### config.mk
export PLATFORM = sky130hd
export DESIGN_NAME = dct_sequencer
export DESIGN_NICKNAME = d
export VERILOG_FILES = /design/src/rtl/dct_sequencer.sv
export SDC_FILE = /design/constraint.sdc
export NUM_CORES = 1
export LEC_CHECK = 0
export CORE_ASPECT_RATIO = 1.25
export CORE_MARGIN = 1.5
export CORE_UTILIZATION = 54
export CTS_CLUSTER_SIZE = 16
export DETAILED_ROUTE_END_ITERATION = 8
export HOLD_SLACK_MARGIN = 0.06
export PLACE_DENSITY = 0.92
export SETUP_SLACK_MARGIN = 0.02
export SYNTH_ARGS = -nofsm -noshare
export SYNTH_HDL_FRONTEND = slang
export SYNTH_SLANG_ARGS = --single-unit
### constraint.sdc
create_clock -name Clock -period 3.7 [get_ports Clock]
set_clock_uncertainty 0.15 [all_clocks]
set_input_delay 0.925 -clock Clock [delete_from_list [all_inputs] [get_ports Clock]]
set_output_delay 0.925 -clock Clock [all_outputs]
set_load 0.1 [all_outputs]
### src/rtl/dct_sequencer.sv
// dct_sequencer: address/control sequencer for an N x N 2-D transform
// datapath, N = 2**LOG2_N. For every outer (result) index it streams all
// N*N inner (sample) indices to the sample RAM, drives the MAC enables,
// waits out the MAC pipeline and writes the result back.
// Optional feature macro: DCT_SEQ_HOLD_EN enables the Hold stall input
// during RUN; without it Hold is ignored.
module dct_sequencer #(
    parameter int unsigned LOG2_N      = 3,
    parameter int unsigned MAC_LATENCY = 2
) (
    input  logic                  Clock,
    input  logic                  Reset,
    input  logic                  Start,
    input  logic                  Mode,
    input  logic                  Hold,
    output logic                  Ready,
    output logic                  Done,
    output logic [LOG2_N-1:0]     u,
    output logic [LOG2_N-1:0]     v,
    output logic [LOG2_N-1:0]     x,
    output logic [LOG2_N-1:0]     y,
    output logic                  Read_Enable,
    output logic [2*LOG2_N-1:0]   Address,
    output logic                  Active_MAC,
    output logic                  Clear_MAC,
    output logic                  Write_Enable,
    output logic [2*LOG2_N-1:0]   Write_Address
);

    localparam int unsigned AW    = 2 * LOG2_N;
    localparam int unsigned CNT_W = (MAC_LATENCY < 1) ? 1 : $clog2(MAC_LATENCY + 1);
    localparam logic [AW-1:0]    IDX_LAST = '1;
    localparam logic [CNT_W-1:0] CNT_LAST = CNT_W'(MAC_LATENCY);

    typedef enum logic [1:0] {
        S_IDLE  = 2'd0,
        S_RUN   = 2'd1,
        S_DRAIN = 2'd2,
        S_WRITE = 2'd3
    } state_t;

    state_t            state_q,         state_d;
    logic [AW-1:0]     inner_q,         inner_d;
    logic [AW-1:0]     outer_q,         outer_d;
    logic [CNT_W-1:0]  cnt_q,           cnt_d;
    logic              mode_q,          mode_d;
    logic              read_enable_q,   read_enable_d;
    logic              write_enable_q,  write_enable_d;
    logic              done_q,          done_d;
    logic              ready_q,         ready_d;
    logic              active_mac_q,    active_mac_d;
    logic              clear_mac_q,     clear_mac_d;
    logic [AW-1:0]     address_q,       address_d;
    logic [AW-1:0]     write_address_q, write_address_d;
    logic [LOG2_N-1:0] u_q, u_d, v_q, v_d, x_q, x_d, y_q, y_d;

    logic hold_c;

`ifdef DCT_SEQ_HOLD_EN
    // Stall request honoured only while streaming samples
    assign hold_c = Hold;
`else
    // Stall feature compiled out; the input is tied off
    assign hold_c = Hold & 1'b0;
`endif

    // State and counter registers, plus registered copies of every output
    always_ff @(posedge Clock) begin
        if (Reset) begin
            state_q         <= S_IDLE;
            inner_q         <= '0;
            outer_q         <= '0;
            cnt_q           <= '0;
            mode_q          <= 1'b0;
            read_enable_q   <= 1'b0;
            write_enable_q  <= 1'b0;
            done_q          <= 1'b0;
            ready_q         <= 1'b1;
            active_mac_q    <= 1'b0;
            clear_mac_q     <= 1'b0;
            address_q       <= '0;
            write_address_q <= '0;
            u_q             <= '0;
            v_q             <= '0;
            x_q             <= '0;
            y_q             <= '0;
        end else begin
            state_q         <= state_d;
            inner_q         <= inner_d;
            outer_q         <= outer_d;
            cnt_q           <= cnt_d;
            mode_q          <= mode_d;
            read_enable_q   <= read_enable_d;
            write_enable_q  <= write_enable_d;
            done_q          <= done_d;
            ready_q         <= ready_d;
            active_mac_q    <= active_mac_d;
            clear_mac_q     <= clear_mac_d;
            address_q       <= address_d;
            write_address_q <= write_address_d;
            u_q             <= u_d;
            v_q             <= v_d;
            x_q             <= x_d;
            y_q             <= y_d;
        end
    end

    // Next-state logic: walk inner terms, drain MAC pipe, write result
    always_comb begin
        state_d        = state_q;
        inner_d        = inner_q;
        outer_d        = outer_q;
        cnt_d          = cnt_q;
        mode_d         = mode_q;
        read_enable_d  = 1'b0;
        write_enable_d = 1'b0;
        done_d         = 1'b0;
        case (state_q)
            S_IDLE: begin
                if (Start) begin
                    state_d       = S_RUN;
                    inner_d       = '0;
                    outer_d       = '0;
                    mode_d        = Mode;
                    read_enable_d = 1'b1;
                end
            end
            S_RUN: begin
                // A term presented with Read_Enable high is consumed; a
                // stalled term stays on Address until Hold releases
                if (read_enable_q) begin
                    if (inner_q == IDX_LAST) begin
                        state_d = S_DRAIN;
                        inner_d = '0;
                        cnt_d   = '0;
                    end else begin
                        inner_d       = inner_q + AW'(1);
                        read_enable_d = !hold_c;
                    end
                end else begin
                    read_enable_d = !hold_c;
                end
            end
            S_DRAIN: begin
                if (cnt_q == CNT_LAST) begin
                    state_d        = S_WRITE;
                    write_enable_d = 1'b1;
                end else begin
                    cnt_d = cnt_q + CNT_W'(1);
                end
            end
            S_WRITE: begin
                if (outer_q == IDX_LAST) begin
                    state_d = S_IDLE;
                    outer_d = '0;
                    done_d  = 1'b1;
                end else begin
                    state_d       = S_RUN;
                    outer_d       = outer_q + AW'(1);
                    inner_d       = '0;
                    read_enable_d = 1'b1;
                end
            end
            default: begin
                state_d = S_IDLE;
            end
        endcase
    end

    // Output decode from next-state values so outputs line up with state
    always_comb begin
        ready_d         = (state_d == S_IDLE);
        address_d       = inner_d;
        write_address_d = outer_d;
        active_mac_d    = read_enable_q;
        clear_mac_d     = read_enable_q && (inner_q == '0);
        if (mode_d) begin
            x_d = outer_d[AW-1:LOG2_N];
            y_d = outer_d[LOG2_N-1:0];
            u_d = inner_d[AW-1:LOG2_N];
            v_d = inner_d[LOG2_N-1:0];
        end else begin
            u_d = outer_d[AW-1:LOG2_N];
            v_d = outer_d[LOG2_N-1:0];
            x_d = inner_d[AW-1:LOG2_N];
            y_d = inner_d[LOG2_N-1:0];
        end
    end

    assign Ready         = ready_q;
    assign Done          = done_q;
    assign u             = u_q;
    assign v             = v_q;
    assign x             = x_q;
    assign y             = y_q;
    assign Read_Enable   = read_enable_q;
    assign Address       = address_q;
    assign Active_MAC    = active_mac_q;
    assign Clear_MAC     = clear_mac_q;
    assign Write_Enable  = write_enable_q;
    assign Write_Address = write_address_q;

endmodule

==> results of run 1 <==
-- registers in the layout (all words and copies together) (netlist names) --
signal and count:
Write_Enable 1, Address 6, v 3, Ready 1
Done 1, state_q 2, mode_q 1, y 3
Clear_MAC 1, cnt_q 2, Read_Enable 1, x 3
Active_MAC 1, u 3, Write_Address 6
-- critical path, stage by stage --
cell and delay [ns]:
clkdlybuf4s50_1 0.56, nor2b_4 0.08, or2_1 0.29, a221oi_1 0.53, o22ai_1 0.17
-- worst max path at each step --
stage	cells past startpoint	endpoint	slack, ns	from
after floorplan	5	v[0]	1.21	Address[0]
after global placement	5	x[2]	0.91	Start
after detailed placement	5	x[2]	0.90	Start
after CTS	5	x[2]	1.24	Start
after global routing	5	x[2]	1.22	Start
final	5	x[2]	1.22	Start
-- through the flow --
stage	power, mW	std cells	utilization (%)
floorplan	0.6054	180	-
global placement	0.6471	245	66.67
detailed placement	0.6504	245	66.67
CTS	0.8694	253	68.77
global route	0.9078	253	68.77
finish	0.8655	253	68.77
-- power by group through the flow --
stage	clock network, mW	logic, mW	registers (mW)
2_1_floorplan	0	0.117	0.488
3_3_place_gp	0	0.235	0.412
3_5_place_dp	0	0.238	0.413
4_1_cts	0.227	0.239	0.404
5_1_grt	0.247	0.254	0.407
6_report	0.221	0.240	0.404
-- layout make-up --
| cell class | count | area [um2] | share of cell area (%) |
|---|---|---|---|
| clock buffer | 5 | 37.54 | 1.836 |
| inverter | 7 | 26.28 | 1.285 |
| timing repair buffer | 34 | 262.8 | 12.85 |
| clock inverter | 3 | 25.02 | 1.224 |
| multi-input combinational | 133 | 947.2 | 46.33 |
| tap | 36 | 45.04 | 2.203 |
| sequential | 35 | 700.7 | 34.27 |
-- layer usage --
| layer | GRT usage, % | wire length, um | up-vias |
|---|---|---|---|
| met5 | 0 | 0 | - |
| met4 | 11.54 | 70 | 0 |
| met3 | 7.014 | 157 | 7 |
| met2 | 38.27 | 1890 | 47 |
| met1 | 29.17 | 1681 | 701 |
| li1 | - | - | 740 |
-- cells by family (layout without fill, tap and decap cells) --
| family | after synthesis | count (layout) | synth area share (%) |
|---|---|---|---|
| AOI/OAI and AO/OA | 51 | 51 | 22.63 |
| muxes | 5 | 5 | 3.306 |
| and+or+nand+nor | 69 | 69 | 23.81 |
| buffers and inverters | 12 | 49 | 3.233 |
| DFF | 35 | 35 | 41.15 |
| adders and majority gates | 8 | 8 | 5.878 |
-- placed cells by master (no fill, tap or decap), types with 4 or more instances in the layout --
cell,count
o21ai_0,4
nor2b_1,7
buf_4,31
nand2b_1,4
and2_1,4
clkbuf_4,5
inv_1,6
nand3_1,4
dfxtp_1,35
nor2_1,15
nand2_1,9
or2_1,4
a32o_1,4
nor3_1,4
o21a_1,5
a21oi_1,10
ha_1,8
==> flow_metrics.env, run 1 <==
export IMPL_status="finished clean"
export IMPL_worst_slew_pin_slew_ns=0.6845
export IMPL_fillers=238
export IMPL_timing_fmax_ghz=0.4035
export IMPL_hold_viol=0
export IMPL_dp_slack_ns=0.9042
export IMPL_fin_area_um2=2044
export IMPL_cts_tree="done"
export IMPL_totalWireLength_um=3800
export IMPL_area_growth_pct=20.06
export IMPL_postCtsHoldBufs=0
export IMPL_synth_most_common_cell="dfxtp_1"
export IMPL_fp_dieW_um=53.23
export IMPL_initial_utilization_pct=57.28
export IMPL_nNetsFinal=229
export IMPL_cts_buffers=5
export IMPL_cp_max_fo=6
export IMPL_slew_headroom_pct=54.23
export IMPL_fin_setup_tns_ns=0
export IMPL_rr_endpoint="x[2]"
export IMPL_hp_start="cnt_q[1]"
export IMPL_min_to="cnt_q[1]"
export IMPL_syn_area_per_cell_um2=9.460
export IMPL_worstSetupPathType="input port to flop"
export IMPL_end_kind="flop"
export IMPL_place_area_um2=1982
export IMPL_dieHeight_um=65.79
export IMPL_drv_cap=0
export IMPL_crit_required_ns=3.77
export IMPL_worst_slack_ns=1.222
export IMPL_grt_setup_unrepaired="false"
export IMPL_async_flop_share_pct=0
export IMPL_p_int_mw=0.5374
export IMPL_drive_above_1_share_pct=23.96
export IMPL_p_sw_mw=0.3281
export IMPL_ys_types=55
export IMPL_hold_depth=2
export IMPL_r2r_start="state_q[0]"
export IMPL_switching_share_pct=37.91
export IMPL_maxSlewViolCount=0
export IMPL_ios=35
export IMPL_clk_latency_ns=0.35
export IMPL_netlist_area_leader_share_pct=41.15
export IMPL_h_tree_depth=2
export IMPL_fin_crit_sh_pct=66.98
export IMPL_portBuffers=33
export IMPL_wl_per_cell_um=15.02
export IMPL_grt_pass1_wl_um=6154
export IMPL_synth_seq_area_share_pct=41.15
export IMPL_hp_class="flop to flop"
export IMPL_post_cts_buffers=0
export IMPL_cp_arrival_ns=2.55
export IMPL_synthTopCellsByArea="dfxtp_1 41%, ha_1 5.9%, nor2_1 3.3%"
export IMPL_syn_num_nets=193
export IMPL_ff2ff_path_depth=5
export IMPL_gp_congestion=0.8700
export IMPL_pwr_share_comb_pct=27.7
export IMPL_power_density_nw_per_um2=423.3
export IMPL_drtPass1Iterations=4
export IMPL_viasPerCell=5.909
export IMPL_cts_sinks=35
export IMPL_leakagePower_nw=0.8680
export IMPL_synth_area_um2=1703
export IMPL_grt_pass1_vias=1355
export IMPL_gr_total_overflow=0
export IMPL_max_vdd_ir_drop_uv=359.3
export IMPL_dp_hpwl_um=2657
export IMPL_die_area_um2=3501
export IMPL_rows=22
export IMPL_drc_errors=0
export IMPL_synth_commonest_cells="35 x dfxtp_1, 15 x nor2_1, 10 x a21oi_1, 9 x nand2_1, 8 x ha_1"
export IMPL_p_clk_share_pct=25.6
export IMPL_synth_area_leader_cell="dfxtp_1"
export IMPL_grt_antenna_before_repair=0
export IMPL_antenna_cells=0
export IMPL_grt_start_max_net_pins=20
export IMPL_synth_seq_cells=35
export IMPL_crit_path_start_kind="input port"
export IMPL_post_cts_resize_count=0
export IMPL_drt_iter0_drc=41
export IMPL_synth_edf_count=0
export IMPL_core_area_um2=2973
export IMPL_num_vias=1495
export IMPL_antenna_left=0
export IMPL_r2r_slack_ns=1.49
export IMPL_grt_use_total_pct=24.07
export IMPL_p_seq_share_pct=46.7
export IMPL_cts_root_buf="clkbuf_4"
export IMPL_ys_flop_type="dfxtp_1"
export IMPL_fin_crit_ns=2.478
export IMPL_setup_violations=0
export IMPL_whs_ns=0.3762
export IMPL_path_clk_slew_ns=0.12
export IMPL_synth_cells=180
export IMPL_synth_warnings=0
export IMPL_clock_path_buffers=2
Note: power is estimated with default switching activity, not from simulation.
==> inputs of run 2 (changes only) <==
CORE_UTILIZATION = 50   (was 54)
PLACE_DENSITY = 0.86   (was 0.92)
clock period = 2.4 ns   (was 3.7 ns; I/O delays follow)
==> flow_metrics.env, run 2 (synthesis gave the netlist of run 1 again) <==
export IMPL_num_vias=1519
export IMPL_cts_sinks=35
export IMPL_clock_path_buffers=2
export IMPL_worst_slew_pin_slew_ns=0.4033
export IMPL_end_kind="flop"
export IMPL_grt_setup_unrepaired="false"
export IMPL_post_cts_buffers=0
export IMPL_fp_dieW_um=55.20
export IMPL_wl_per_cell_um=14.85
export IMPL_path_clk_slew_ns=0.07
export IMPL_cp_max_fo=13
export IMPL_grt_use_total_pct=24.04
export IMPL_fin_setup_tns_ns=0
export IMPL_fillers=256
export IMPL_dp_hpwl_um=2779
export IMPL_cp_arrival_ns=2.15
export IMPL_final_common_cell="buf_4"
export IMPL_hp_class="flop to flop"
export IMPL_gr_usage_met1_pct=28.61
export IMPL_grt_pass1_vias=1422
export IMPL_path_buf_inv=1
export IMPL_ios=35
export IMPL_slew_headroom_pct=72.88
export IMPL_nNetsFinal=237
export IMPL_crit_family="simple AND/OR/NAND/NOR gates"
export IMPL_max_vdd_ir_drop_uv=465.4
export IMPL_antenna_cells=0
export IMPL_die_area_um2=3767
export IMPL_totalWireLength_um=3892
export IMPL_drive_above_1_share_pct=28.44
export IMPL_maxSlewViolCount=0
export IMPL_grt_start_max_net_pins=18
export IMPL_status="finished clean"
export IMPL_grt_pass1_wl_um=6430
export IMPL_timing_fmax_ghz=0.4737
export IMPL_power_density_nw_per_um2=659.5
export IMPL_leakagePower_nw=0.9296
export IMPL_drtPass1Iterations=5
export IMPL_cts_buffers=5
export IMPL_gp_congestion=0.8305
export IMPL_fin_crit_sh_pct=87.97
export IMPL_seqCellArea_um2=705.7
export IMPL_postCtsHoldBufs=0
export IMPL_crit_required_ns=2.44
export IMPL_worstSetupPathType="flop to flop"
export IMPL_core_area_um2=3223
export IMPL_crit_chain="inv_1 -> ha_1 -> and3b_1 -> and3_1 -> or2_1 -> a32o_1"
export IMPL_max_stage_delay_ns=0.39
export IMPL_antenna_left=0
export IMPL_drc_errors=0
export IMPL_dp_slack_ns=0.07115
export IMPL_top_usage_layer="met2"
export IMPL_met2_usage_pct=40.18
export IMPL_dieHeight_um=68.25
export IMPL_drv_cap=0
export IMPL_hold_viol=0
export IMPL_multi_input_area_um2=947.2
export IMPL_gr_total_overflow=0
export IMPL_fin_crit_ns=2.111
export IMPL_clk_latency_ns=0.29
export IMPL_setup_violations=0
export IMPL_initial_utilization_pct=52.83
export IMPL_grt_util_met3_pct=6.550
export IMPL_post_cts_resize_count=0
export IMPL_cts_tree="done"
export IMPL_worst_slack_ns=0.2888
export IMPL_drt_iter0_drc=48
export IMPL_cts_root_buf="clkbuf_8"
export IMPL_layout_common_cells="34 x buf_4, 31 x dfxtp_1, 15 x nor2_1"
export IMPL_cpMaxStageDelayCell="ha_1"
export IMPL_rows=23
export IMPL_grt_antenna_before_repair=0
export IMPL_area_growth_pct=29.17
export IMPL_h_tree_depth=2
export IMPL_viasPerCell=5.798
export IMPL_crit_path_start_kind="flop"
export IMPL_portBuffers=33
run 2: cell types whose count changed in the layout (fill, tap and decap cells not counted), moves of 2 or more:
cell      previous run  this run
buf_12               0         5
dfxtp_1             35        31
clkbuf_4             5         0
buf_4               31        34
dfxtp_2              0         4
clkinv_4             2         0
clkbuf_8             0         5
run 2: final timing paths:
path,from,to,slack (ns),cells past startpoint
setup / recovery,state_q[0],x[0],0.29,6
setup reg to reg,state_q[0],x[0],0.29,6
hold / removal,cnt_q[1],cnt_q[1],0.37,2
hold reg to reg,cnt_q[1],cnt_q[1],0.37,2
run 2: power by group:
part / total, mW / switching [mW] / internal [mW]
combinational: 0.399 / 0.268 / 0.131
clock: 0.427 / 0.225 / 0.202
sequential: 0.625 / 0.0210 / 0.604
run 2: worst register-to-register path, cell delays in order, from the launching register on:
cell and delay [ns]:
dfxtp_1 0.35, inv_1 0.11, ha_1 0.39, and3b_1 0.27, and3_1 0.20, or2_1 0.27
a32o_1 0.27
run 2: routing by layer:
| metal | vias up | part of all wire [%] | routed length, um |
|---|---|---|---|
| met3 | 8 | 4.7 | 181 |
| li1 | 756 | - | - |
| met2 | 41 | 51 | 1967 |
| met1 | 714 | 43 | 1664 |
| met5 | - | 0 | 0 |
| met4 | 0 | 2.0 | 78 |
run 2: layout make-up:
| class | count | area share [%] |
|---|---|---|
| inverters | 7 | 1.195 |
| repair buffers | 42 | 17.52 |
| clock buffers | 5 | 3.129 |
| well taps | 37 | 2.105 |
| multi-input cells | 133 | 43.06 |
| clock inverters | 3 | 0.9101 |
| flip-flops and latches | 35 | 32.08 |
run 2: stage by stage:
step / instance area, um2 / hold WS, ns / instances / total power, mW / util [%]
global route: 2200 / 0.4101 / 262 / 1.514 / 68.25
floorplan: 1708 / 0.3211 / 180 / 0.9334 / -
global placement: 2111 / 0.3378 / 254 / 1.026 / 65.49
detailed placement: 2111 / 0.3548 / 254 / 1.033 / 65.49
CTS: 2200 / 0.3654 / 262 / 1.458 / 68.25
finish: 2200 / 0.3686 / 262 / 1.451 / 68.25
==> inputs of run 3 (changes only) <==
CORE_UTILIZATION = 30   (was 50)
GPL_TIMING_DRIVEN = 1   (was not set)
MAX_ROUTING_LAYER = met4   (was not set)
PLACE_DENSITY = 0.6   (was 0.86)
==> flow_metrics.env, run 3 (synthesis gave the netlist of run 1 again) <==
export IMPL_nNetsFinal=238
export IMPL_path_clk_slew_ns=0.08
export IMPL_clock_path_buffers=2
export IMPL_rr_endpoint="u[2]"
export IMPL_viasPerCell=5.172
export IMPL_gp_congestion=0.8724
export IMPL_dp_hpwl_um=3042
export IMPL_cts_sinks=35
export IMPL_slew_headroom_pct=72.01
export IMPL_totalWireLength_um=4089
export IMPL_p_clk_share_pct=30.4
export IMPL_wl_per_cell_um=14.10
export IMPL_stdcell_count=290
export IMPL_die_area_um2=6140
export IMPL_setup_violations=0
export IMPL_layout_common_cells="34 x buf_4, 31 x dfxtp_1, 15 x nor2_1"
export IMPL_power_density_nw_per_um2=649.5
export IMPL_dieHeight_um=87.24
export IMPL_dp_slack_ns=0.01758
export IMPL_power_mw=1.466
export IMPL_whs_ns=0.3619
export IMPL_hold_depth=2
export IMPL_initial_utilization_pct=31.29
export IMPL_r2r_start="state_q[0]"
export IMPL_p_seq_share_pct=42.4
export IMPL_drv_cap=0
export IMPL_hold_viol=0
export IMPL_dp_cells=282
export IMPL_grt_pass1_wl_um=6693
export IMPL_fp_dieW_um=70.39
export IMPL_ios=35
export IMPL_gr_total_overflow=0
export IMPL_r2r_slack_ns=0.34
export IMPL_cp_arrival_ns=2.09
export IMPL_cp_max_fo=6
export IMPL_post_cts_resize_count=0
export IMPL_fin_util_pct=41.47
export IMPL_switching_share_pct=36.02
export IMPL_worst_slew_pin_slew_ns=0.4163
export IMPL_fin_crit_sh_pct=86.54
export IMPL_pwr_share_comb_pct=27.2
export IMPL_fin_area_um2=2257
export IMPL_drive_above_1_share_pct=28.76
export IMPL_cts_tree="done"
export IMPL_p_sw_mw=0.5281
export IMPL_area_growth_pct=32.55
export IMPL_grt_pass1_vias=1404
export IMPL_crit_path_start_kind="input port"
export IMPL_core_area_um2=5443
export IMPL_cts_buffers=5
export IMPL_h_tree_depth=2
export IMPL_p_int_mw=0.9380
export IMPL_antenna_left=0
export IMPL_rows=30
export IMPL_clk_latency_ns=0.29
export IMPL_post_cts_buffers=0
export IMPL_worst_slack_ns=0.3231
export IMPL_fin_setup_tns_ns=0
export IMPL_status="finished clean"
export IMPL_grt_setup_unrepaired="false"
export IMPL_place_area_um2=2165
export IMPL_antenna_cells=0
export IMPL_final_common_cell="buf_4"
export IMPL_end_kind="flop"
export IMPL_fin_crit_ns=2.077
export IMPL_min_to="cnt_q[1]"
export IMPL_cts_root_buf="clkbuf_8"
export IMPL_drtPass1Iterations=4
export IMPL_hp_start="cnt_q[1]"
export IMPL_drt_iter0_drc=97
export IMPL_maxSlewViolCount=0
export IMPL_timing_fmax_ghz=0.4815
export IMPL_worstSetupPathType="input port to flop"
export IMPL_grt_use_total_pct=14.20
export IMPL_portBuffers=33
export IMPL_crit_required_ns=2.42
export IMPL_num_vias=1500
export IMPL_postCtsHoldBufs=0
export IMPL_leakagePower_nw=0.9385
export IMPL_ff2ff_path_depth=6
export IMPL_grt_start_max_net_pins=14
export IMPL_drc_errors=0
export IMPL_grt_antenna_before_repair=0
export IMPL_max_vdd_ir_drop_uv=320.8
export IMPL_hp_class="flop to flop"
-- run 3: changes by cell type in the layout (fill, tap and decap cells not counted), sizes merged --
cell    delta
buf        +1
inv        +1
clkinv     -1
-- run 3: final cells by class --
class | instances | area (um2)
Clock buffer | 5 | 68.82
Clock inverter | 3 | 23.77
Fill cell | 521 | 3186
Inverter | 7 | 26.28
Multi-Input combinational cell | 133 | 947.2
Sequential cell | 35 | 705.7
Tap cell | 64 | 80.08
Timing Repair Buffer | 43 | 405.4
-- run 3: worst max path at each step --
stage               startpoint  endpoint  cells past startpoint
CTS                      Start      y[1]                      6
floorplan           Address[2]      u[0]                      4
finish                   Start      u[2]                      5
global route        state_q[1]      y[1]                      6
global placement         Start      x[2]                      6
detailed placement       Start      y[1]                      6
-- run 3: power groups by stage --
stage                     clock network [mW]  logic (mW)  registers [mW]
after CTS                              0.459       0.397           0.622
after global placement                     0       0.396           0.636
after detailed placement                   0       0.395           0.636
final                                  0.446       0.398           0.622
after floorplan                            0       0.181           0.753
after global routing                   0.483       0.425           0.625
-- run 3: metal layers --
layer / vias to the layer above / track usage [%] / part of all wire, %
li1: 754 / - / -
met1: 700 / 16.93 / 46
met2: 39 / 22.56 / 49
met3: 7 / 3.704 / 3.0
met4: 0 / 6.294 / 1.9
met5: - / - / 0
-- run 3: critical path, cell delays in order --
cell             delay, ns
clkdlybuf4s50_1       0.56
nor2b_4               0.08
a211o_1               0.30
a221oi_2              0.41
o22ai_1               0.13
==> edit 1: new RTL, config.mk and constraints of run 3 <==
Re-encode `state_t` (4 states) as one-hot, 4 bits wide.
--- a/src/rtl/dct_sequencer.sv
+++ b/src/rtl/dct_sequencer.sv
@@ -33,9 +33,9 @@
     localparam logic [CNT_W-1:0] CNT_LAST = CNT_W'(MAC_LATENCY);
 
-    typedef enum logic [1:0] {
-        S_IDLE  = 2'd0,
-        S_RUN   = 2'd1,
-        S_DRAIN = 2'd2,
-        S_WRITE = 2'd3
+    typedef enum logic [3:0] {
+        S_IDLE  = 4'b0001,
+        S_RUN   = 4'b0010,
+        S_DRAIN = 4'b0100,
+        S_WRITE = 4'b1000
     } state_t;
 
Check against the original RTL: no difference found for any inputs over 10 cycles, from zero or initial values and one cycle with Reset high; not proved beyond that.
==> edit 1 against run 3 <==
- final area increased by 1.1%
- wire length up 2.3%
- hold slack got worse by 0.0088 ns
- power shrank 1.3%
- maximum frequency down 6.1%
- area after synthesis shrank 0.22%
- worst setup slack got worse by 0.14 ns
- die area is 0.22% lower
- final cell count rose by 5.5%
- sequential cell count up 2
- critical path type is now register to register
- critical endpoint is now x[2]
- largest cell class unchanged
- largest power group unchanged
- highest routed layer unchanged
==> edit 1: results (changes against run 3) <==
Mapped Cells=191 (+6.1%); Static Leakage=0.000903 uW (-3.8%); Critical Path AT=2.27 ns (+0.18 ns); largest net degree at the start of global routing=16 (+2); M2 GR Usage=24.2% (+1.6 points); placed insts=298 (+5.7%); non-filler cells in the finished layout=306 (+5.5%); met1 global-route usage=17.4% (+0.50 points); met3 GRT Util=3.59% (-0.12 points); vias per cell=5.20 (+0.52%); Seq/Total Area, Yosys=43.6% (+2.4 points); Critical Path Slowest Stage Cell=dfxtp_1; peak supply drop=0.000306 V (-4.7%); DP HPWL=3120 um (+2.4%); largest cells by area after synthesis=dfxtp_1, nor2_1, a211oi_1; CP delay by family, top=simple AND/OR/NAND/NOR gates; actual slew at the worst max-slew pin=0.676 ns (+0.259 ns); Yosys cell types=53 (-3.6%); outcome=complete, no violations; nets@finish=250 (+5.0%); share of cells above drive strength 1=32.2% (+3.5 points); total track usage=14.7% (+0.47 points); vias in the first global route=1,498 (+6.7%); Routability Congestion=0.830 (-4.8%); first-pass GRT wire length=6870 um (+2.6%)
edit 1: cell count changes after synthesis, moves of 4 or more:
cell and delta:
a32o_1 -4, clkbuf_1 +6, or2_1 -4, o21ai_0 +7
nand2b_1 -4, a21oi_1 -4, nor2_1 +9, o21a_1 -4
ha_1 -4, a211oi_1 +9
edit 1: cell type report:
class / count / area (sq um)
multi-input combinational: 134 / 867
timing repair buffer: 55 / 433
sequential: 37 / 752
fill: 537 / 3160
tap: 64 / 80.1
clock buffer: 6 / 82.6
clock inverter: 2 / 37.5
inverter: 8 / 30.0
edit 1: worst paths after layout:
| path | start | end | depth (start not counted) |
|---|---|---|---|
| worst max-delay path | state_q[3] | x[2] | 5 |
| worst min-delay path | cnt_q[0] | cnt_q[0] | 2 |
| worst max register to register | state_q[3] | x[2] | 5 |
| worst min register to register | cnt_q[0] | cnt_q[0] | 2 |
edit 1: worst reg2reg max path: cells and delay by family (launching register included):
family	cells	cell delay, ns
simple gates	3	1.09
compound gates	2	0.32
flops	1	0.57
edit 1: power by group through the flow:
stage	clock network (uW)	logic [uW]	registers, uW
2_1_floorplan	0	71.5	754
3_3_place_gp	0	231	659
3_5_place_dp	0	232	659
4_1_cts	587	232	644
5_1_grt	614	246	646
6_report	571	231	644
edit 1: cells by family (layout without fill, tap and decap cells):
logic type,Yosys count,in the layout,synth area share [%]
muxes,3,3,1.84
buffers and inverters,20,71,5.38
DFF,37,37,43.6
adders and majority gates,4,4,2.95
and+or+nand+nor,72,72,23.5
AOI/OAI and AO/OA,54,54,22.2
xor gates and xnor gates,1,1,0.516
edit 1: metrics by stage:
step | worst slack [ns] | util, % | hold WS, ns | power (uW)
after detailed placement | -0.0993 | 39.7 | 0.336 | 890
final | 0.188 | 41.9 | 0.353 | 1450
after floorplan | 0.0618 | - | 0.308 | 825
after CTS | 0.197 | 41.9 | 0.346 | 1460
after global placement | -0.0863 | 39.7 | 0.322 | 890
after global routing | 0.0411 | 41.9 | 0.377 | 1510
edit 1: metal layers:
layer / up-vias / wire (um) / share of wire [%]
met5: - / 0 / 0
met4: 0 / 69 / 1.6
met3: 7 / 194 / 4.6
met2: 42 / 2050 / 49
met1: 746 / 1870 / 45
li1: 796 / - / -
==> edit 2: new RTL, settings of run 3 <==
Without the edit above. Add a define of `DCT_SEQ_HOLD_EN`.
--- a/src/rtl/dct_sequencer.sv
+++ b/src/rtl/dct_sequencer.sv
@@ -5,4 +5,6 @@
 // Optional feature macro: DCT_SEQ_HOLD_EN enables the Hold stall input
 // during RUN; without it Hold is ignored.
+`define DCT_SEQ_HOLD_EN
+
 module dct_sequencer #(
     parameter int unsigned LOG2_N      = 3,
Check against the original RTL: not equivalent (Yosys sat finds a counterexample within 4 cycles, from zero or initial values and one cycle with Reset high).
==> edit 2 against run 3 <==
- area after synthesis increased by 1.7%
- wire length is 11% higher
- sequential power barely moved
- worst setup slack worse by 0.090 ns
- power is 0.97% lower
- via count grew 5.9%
- final cell count grew 4.5%
- sequential cell count is the same
- final area rose by 1.5%
==> edit 2: results (changes against run 3) <==
Worst path max stage delay=0.46 ns (-0.10 ns); non-filler cells in the finished layout=303 (+4.5%); FF-to-FF Start=state_q[1]; M2 GR Usage=23.9% (+1.3 points); DP HPWL=3370 um (+11%); peak supply drop=0.000363 V (+13%); Mapped Cells=194 (+7.8%); Routed wire per std cell=15.0 um (+6.1%); Hold Path Origin=cnt_q[0]; top cells by count, synth=dfxtp_1, nor2_1, a21oi_1; Seq/Total Area, Yosys=40.5% (-0.68 points); WL met2=2240 um (+12%); share of cells above drive strength 1=24.3% (-4.5 points); Yosys cell types=47 (-15%); Hold Path Sink=cnt_q[0]; R2R Setup Slk=0.23 ns (-0.11 ns); outcome=complete, no violations; nets@finish=251 (+5.5%); met3 GRT Util=2.65% (-1.1 points); met1 global-route usage=18.5% (+1.5 points); first-pass GRT wire length=6990 um (+4.4%); Critical R2R Capture=x[2]; Static Leakage=0.000901 uW (-4.0%); vias in the first global route=1,405 (+0.071%); Critical Path AT=2.18 ns (+0.09 ns); largest net degree at the start of global routing=21 (+7); crit-path max FO=8 (+2); actual slew at the worst max-slew pin=0.539 ns (+0.123 ns); largest cells by area after synthesis=dfxtp_1, ha_1, a211oi_1; Net Sw Frac=35.9% (-0.15 points); total track usage=14.9% (+0.71 points); Post-Syn Nets=207 (+7.3%); Routability Congestion=0.779 (-11%); 1st-iter DRT viols=60 (-38%); Metal-1 WL=2020 um (+7.2%); met3 routed WL=186 um (+52%); vias per cell=5.24 (+1.3%)
[edit 2: final cells by class]
class	instances	area (sq um)
fillers	552	3190
multi-input cells	141	957
flip-flops and latches	35	704
repair buffers	44	415
well taps	64	80.1
clock buffers	5	68.8
inverters	11	41.3
clock inverters	3	23.8
[edit 2: worst max path at each step]
stage	end	slack [ns]	from
global placement	x[2]	0.04	Start
finish	x[2]	0.23	state_q[1]
global route	x[2]	0.05	state_q[1]
CTS	x[2]	0.24	state_q[1]
floorplan	u[1]	0.07	Address[0]
detailed placement	x[2]	0.03	Start
[edit 2: logic make-up (layout without fill, tap and decap cells)]
group | after synthesis | after routing | share of synthesized area (%)
AND/OR/NAND/NOR | 69 | 69 | 21.6
adder cells (fa/ha/maj) | 8 | 8 | 5.78
multiplexers | 3 | 3 | 2.82
AO/OA/AOI/OAI | 61 | 61 | 25.1
buffers and inverters | 18 | 63 | 4.26
flip-flops | 35 | 35 | 40.5
[edit 2: through the flow]
| step | worst slack [ns] | utilization (%) | total power [uW] | hold WS [ns] |
|---|---|---|---|---|
| after floorplan | 0.0746 | - | 918 | 0.336 |
| after global placement | 0.0409 | 40.1 | 1020 | 0.366 |
| after detailed placement | 0.0252 | 40.1 | 1020 | 0.370 |
| after CTS | 0.241 | 41.8 | 1470 | 0.386 |
| after global routing | 0.0539 | 41.8 | 1510 | 0.437 |
| final | 0.233 | 41.8 | 1450 | 0.381 |
[edit 2: power groups by stage]
| stage | Clock, uW | Combinational [uW] | Sequential [uW] |
|---|---|---|---|
| 2_1_floorplan | 0 | 149 | 768 |
| 3_3_place_gp | 0 | 385 | 637 |
| 3_5_place_dp | 0 | 386 | 636 |
| 4_1_cts | 457 | 388 | 623 |
| 5_1_grt | 475 | 412 | 626 |
| 6_report | 441 | 388 | 622 |
